--- src/rtl/neuron_1input_backprop.sv ---
// Backward pass + SGD update for the single-input ReLU neuron f = relu(w1*x1 + b).
// Three-stage pipeline: S1 captures operands, S2 forms products, S3 applies the step.
module neuron_1input_backprop #(
  parameter int LR_SHIFT = 4
) (
  input  logic               clock,
  input  logic               reset,
  input  logic               enable,
  input  logic               valid_in,
  input  logic signed [31:0] x1,
  input  logic signed [31:0] z,
  input  logic signed [31:0] grad_f,
  input  logic               load,
  input  logic signed [31:0] load_w1,
  input  logic signed [31:0] load_b,
  output logic signed [31:0] w1_out,
  output logic signed [31:0] b_out,
  output logic signed [31:0] grad_x,
  output logic               valid_out,
  output logic        [15:0] update_count
);

  localparam int STAGES = 3;

  // vld_pipe[1]=v1, [2]=v2, [3]=valid_out
  logic [STAGES:1]    vld_pipe;
  logic signed [31:0] grad_z;
  logic signed [31:0] x1_s1, gz_s1, wsnap_s1;
  logic signed [31:0] dw_s2, db_s2, gx_s2;
  logic               upd;

  // ReLU derivative: strictly positive pre-activation passes the gradient
  assign grad_z    = (z > 32'sd0) ? grad_f : 32'sd0;
  assign upd       = enable && vld_pipe[2];
  assign valid_out = vld_pipe[STAGES];

  // valid shift register; frozen while enable is low
  always_ff @(posedge clock or posedge reset) begin
    if (reset)       vld_pipe <= '0;
    else if (enable) vld_pipe <= {vld_pipe[STAGES-1:1], valid_in};
  end

  // S1/S2 datapath; w_snap is the weight seen at acceptance (may be stale by in-flight updates)
  always_ff @(posedge clock or posedge reset) begin
    if (reset) begin
      x1_s1    <= '0;
      gz_s1    <= '0;
      wsnap_s1 <= '0;
      dw_s2    <= '0;
      db_s2    <= '0;
      gx_s2    <= '0;
    end else if (enable) begin
      x1_s1    <= x1;
      gz_s1    <= grad_z;
      wsnap_s1 <= w1_out;
      dw_s2    <= gz_s1 * x1_s1;
      db_s2    <= gz_s1;
      gx_s2    <= gz_s1 * wsnap_s1;
    end
  end

  // S3 gradient output; holds the last sample's value otherwise
  always_ff @(posedge clock or posedge reset) begin
    if (reset)    grad_x <= '0;
    else if (upd) grad_x <= gx_s2;
  end

  // trainable registers; load overrides an update landing on the same edge
  always_ff @(posedge clock or posedge reset) begin
    if (reset) begin
      w1_out <= '0;
      b_out  <= '0;
    end else if (load) begin
      w1_out <= load_w1;
      b_out  <= load_b;
    end else if (upd) begin
      w1_out <= w1_out - (dw_s2 >>> LR_SHIFT);
      b_out  <= b_out  - (db_s2 >>> LR_SHIFT);
    end
  end

  // saturating count of applied updates (counts even when load wins)
  always_ff @(posedge clock or posedge reset) begin
    if (reset)                              update_count <= '0;
    else if (upd && update_count != 16'hFFFF) update_count <= update_count + 16'd1;
  end

endmodule
--- config.mk ---
export PLATFORM = sky130hd
export DESIGN_NAME = neuron_1input_backprop
export DESIGN_NICKNAME = d
export VERILOG_FILES = /design/src/rtl/neuron_1input_backprop.sv
export SDC_FILE = /design/constraint.sdc
export NUM_CORES = 2
export LEC_CHECK = 0
export ABC_AREA = 1
export CORE_UTILIZATION = 61
export DETAILED_ROUTE_END_ITERATION = 10
export DONT_BUFFER_PORTS = 1
export PLACE_DENSITY_LB_ADDON = 0.08
export SLEW_MARGIN = 10
export SYNTH_ARGS = -nofsm -noshare
export SYNTH_HDL_FRONTEND = slang
export SYNTH_SLANG_ARGS = --single-unit
--- constraint.sdc ---
create_clock -name clock -period 10.4 [get_ports clock]
set_clock_uncertainty 0.1 [all_clocks]
set_input_delay 1.56 -clock clock [delete_from_list [all_inputs] [get_ports clock]]
set_output_delay 1.56 -clock clock [all_outputs]
set_load 0.01 [all_outputs]
* Word level (Yosys, flattened, before mapping)
Cells that the tools add are included.
Storage, ports and cells: bits in registers 307, input port bits 165, output and inout port bits 113, word-level logic and storage cells 26
Cells by class: add/sub/neg operators 3, multiply operators 2, $lt $le $gt $ge 1, equality and inequality tests 1, multiplexer cells 5, reductions and logical operators 3
Operators with widths (number):
- 32-bit 2-to-1 mux | 5
- 32-bit by 32-bit multiplier with 32-bit output | 2
- 32-bit by 28-bit subtractor with 32-bit output | 2
- 32-bit by 1-bit greater-than comparator with 1-bit output (second input constant) | 1
- 16-bit by 1-bit adder with 16-bit output (second input constant) | 1
- 16-bit inequality test (second input constant) | 1
- 1-bit logical AND | 2
- 2-bit nonzero test | 1

* Logic depth before layout (Yosys ltp)
depth after elaboration 3, depth in mapped cells 36, mapped depth without buffers 33

* Least setup slack after synthesis
OpenSTA, ideal clock, no wires.
path kind flip-flop to flip-flop, from register x1_s1[3], to register dw_s2[30], setup time 0.136 ns, arrival 6.451 ns, required time 10.164 ns, slack 3.713 ns, cell stages (with the launch flop) 27, path buffers 2, clock period less this slack 6.687 ns, cells stage by stage dfrtp_1 > clkbuf_1 > buf_1 > nand2_1 > fa_1 > inv_1 > fa_1 > fa_1 > inv_1 > fa_1 > inv_1 > fa_1 > fa_1 > fa_1 > inv_1 > fa_1 > inv_1 > ha_1 > a21oi_1 > o21ai_0 > a21oi_1 > nand3_1 > nand2_1 > nand3_1 > or2_2 > nand3_1 > o21ai_0
Between the ends: cells in the longest elaborated chain, start to end 1
RTL lines:
- from (decl) | line 28 | logic signed [31:0] x1_s1, gz_s1, wsnap_s1;
- from (signal assigned) | line 46 | x1_s1 <= '0;
- from (signal assigned) | line 53 | x1_s1 <= x1;
- 32-bit by 32-bit multiplier with 32-bit output | line 56 | dw_s2 <= gz_s1 * x1_s1;
- to (signal assigned) | line 56
- to (decl) | line 29 | logic signed [31:0] dw_s2, db_s2, gx_s2;
Every way passes these cells. A chain may end at the register's enable or synchronous reset.

* Final worst setup path
from register x1_s1[5], to register dw_s2[30]
The elaborated chain is that of the path after synthesis.

==> reports/qor.yml <==
run_status:
  outcome: "completed"
routing:
  drc: 0
  postRouteWirelength_um: 144000
  first_iter_violations: 3260
  postRouteAntennaNets: 0
  viasPerCell: 5.38
  wl_per_cell_um: 18.9
  vias: 40804
  firstDrtPassIters: 6
logic_synthesis:
  synth_top_area_cell: "fa_1"
  synthCells: 6699
  seq_area_frac_synth_pct: 14.9
  synth_cell_type_count: 56
  avgSynthCellArea_um2: 7.48
  ys.flop_type: "dfrtp_1"
  async_flop_share_pct: 100
  syn_nets: 8042
  yosysMostFrequentCell: "nand2_1"
  yosysTopAreaCellShare_pct: 32.7
  synth_commonest_cells: "nand2_1, inv_1, fa_1, ha_1, dfrtp_1"
  synth_area_um2: 50100
  synth-edff-count: 0
  synth-seq-cells: 299
  synth.area.top_cells: "fa_1, nand2_1, dfrtp_1"
  yosys_warnings: 0
floorplan:
  dieArea_um2: 83300
  core_um2: 80900
  io_pins: 278
  die_w_um: 289
  start_util_pct: 61.9
  core.rowCount: 104
  die_y_um: 289
cts:
  cts_tree: "yes"
  ctsResizeCount: 0
  cts_hold_buf: 0
  cts.sinks: 299
  clkLatencyLatePin_ns: 0.61
  h-tree-depth: 2
  postCtsSetupBuffers: 0
  clk_path_buf_depth: 3
  clock_tree.root_cell: "clkbuf_16"
  cts_buffers: 40
  path_clk_slew_ns: 0.06
placed_design:
  place_inst: 7514
  routabilityCongestion: 0.962
  dp_slack_ns: 3.00
  port_buffers: 0
  place_hpwl_um: 111000
global_route:
  grt_pass1_wl_um: 231000
  first_global_vias: 41701
  grt_max_degree: 209
  overflow: 0
  track_usage_pct: 36.1
  antenna_found_initial: 2
sta:
  fin_tns_setup_ns: 0
  worst_pin_slew_ns: 1.26
  drv_slew: 0
  fin_hold_ws_ns: 0.378
  finalWorstSetupSlack_ns: 2.88
  period_needed_ns: 7.52
  slew_headroom_pct: 15.8
  fin_crit_sh_pct: 72.3
  max_freq_ghz: 0.133
  finalSetupViolations: 0
  hold_viol_final: 0
  rsz0062_at_grt: "false"
critical_path:
  arrival_ns: 7.89
  criticalPathCategory: "reg -> reg"
  required_ns: 10.77
  path_max_fanout: 28
  worstSetupEndpointType: "flip-flop"
  start_kind: "flip-flop"
power:
  p_total_mw: 17.4
  ir_drop_uv: 498
  cellLeakagePower_nw: 32.0
  power_density_nw_per_um2: 334
flow_run:
  max-cap-violations: 0
finish:
  layout-drive-gt1-share_pct: 3.11
  areaGrowthSynthToFinish_pct: 4.09
  fillCellCount: 7233
  stdcell_count: 7589
  nets: 7839
hold_path:
  hp-class: "reg -> reg"
[report_power, final]
part           leakage, nW  switching (mW)  internal (mW)
logic                 27.5            8.65           5.24
clock network        0.719           0.611          0.954
registers             3.71           0.468           1.50
[logic make-up (layout without fill, tap and decap cells)]
family	after synthesis	in the layout	share of synthesized area, %
simple gates	2425	2425	19.3
buf+inv	2183	2012	16.6
fa+ha+maj	1178	1178	41.7
compound gates	521	521	5.91
flops	299	299	14.9
xor+xnor	93	93	1.64
other cells	0	1	0
[flip-flops by register name, summed over array words and instances, names as in the netlist]
name	count
b_out	32
db_s2	28
dw_s2	28
grad_x	32
gx_s2	32
gz_s1	32
update_count	16
vld_pipe	3
w1_out	32
wsnap_s1	32
x1_s1	32
[layer usage]
layer	part of all wire, %	global-route usage [%]
met2	45	55.9
met3	10	6.98
met1	42	51.8
met5	0	0
met4	3.2	10.3
[area by class of cell]
class                      count  area [um^2]  share of cell area [%]
multi-input combinational   4217        34300                    65.8
sequential                   299         7500                    14.4
inverter                    1884         7090                    13.6
tap                         1060         1330                    2.54
clock buffer                  50         1090                    2.09
timing repair buffer          54          418                   0.802
clock inverter                24          388                   0.744
antenna                        1         2.50                 0.00480
[metrics by stage]
stage / cell area [um^2] / util [%]
floorplan: 50100 / -
finish: 52100 / 64.4
global route: 52100 / 64.4
global placement: 50700 / 62.6
detailed placement: 50700 / 62.6
CTS: 52100 / 64.4
[worst max-delay path, cell delays in order (launching register included)]
cell     delay, ns
dfrtp_1       1.17
nand2_1       0.21
fa_1          0.55
fa_1          0.52
inv_1         0.05
fa_1          0.52
inv_1         0.05
fa_1          0.48
inv_1         0.06
fa_1          0.48
fa_1          0.42
inv_1         0.08
fa_1          0.47
fa_1          0.52
inv_1         0.05
ha_1          0.34
a21oi_1       0.25
o21ai_0       0.14
a21oi_1       0.16
nand3_1       0.16
nand2_1       0.09
nand3_1       0.08
or2_2         0.28
nand3_1       0.07
o21ai_0       0.10
[final timing paths]
kind / slack (ns) / cells past startpoint / startpoint / endpoint
setup / recovery: 2.88 / 24 / x1_s1[5]$_DFFE_PP0P_ / dw_s2[30]$_DFFE_PP0P_
hold / removal: 0.38 / 2 / gx_s2[8]$_DFFE_PP0P_ / grad_x[8]$_DFFE_PP0P_
setup reg to reg: 2.88 / 24 / x1_s1[5]$_DFFE_PP0P_ / dw_s2[30]$_DFFE_PP0P_
hold reg to reg: 0.38 / 2 / gx_s2[8]$_DFFE_PP0P_ / grad_x[8]$_DFFE_PP0P_
max in group asynchronous: 7.65 / 2 / reset / x1_s1[21]$_DFFE_PP0P_
min in group asynchronous: 0.85 / 1 / reset / update_count[6]$_DFFE_PP0P_
[cell usage in the layout (no fill, tap or decap), types with 6 or more instances in the layout]
cell type	n
xnor2_1	41
nand2_1	2010
fa_1	818
nand2_2	9
inv_1	1872
or2_1	6
nand4_1	18
inv_2	6
a21oi_1	145
a31oi_1	10
clkbuf_16	40
dfrtp_1	287
o221ai_1	6
nor3_1	21
or2_2	19
o21ai_1	15
ha_1	360
bufinv_16	8
a21oi_2	7
nor2_1	117
o21ai_0	233
o21a_1	7
nor4_1	20
clkinv_2	6
nand3b_1	23
nand3_1	170
xor2_1	51
o21ai_2	12
dfrtp_2	11
o21bai_1	19
a21o_1	16
o211ai_1	34
buf_4	53
Note: power is estimated with default switching activity, not from simulation.
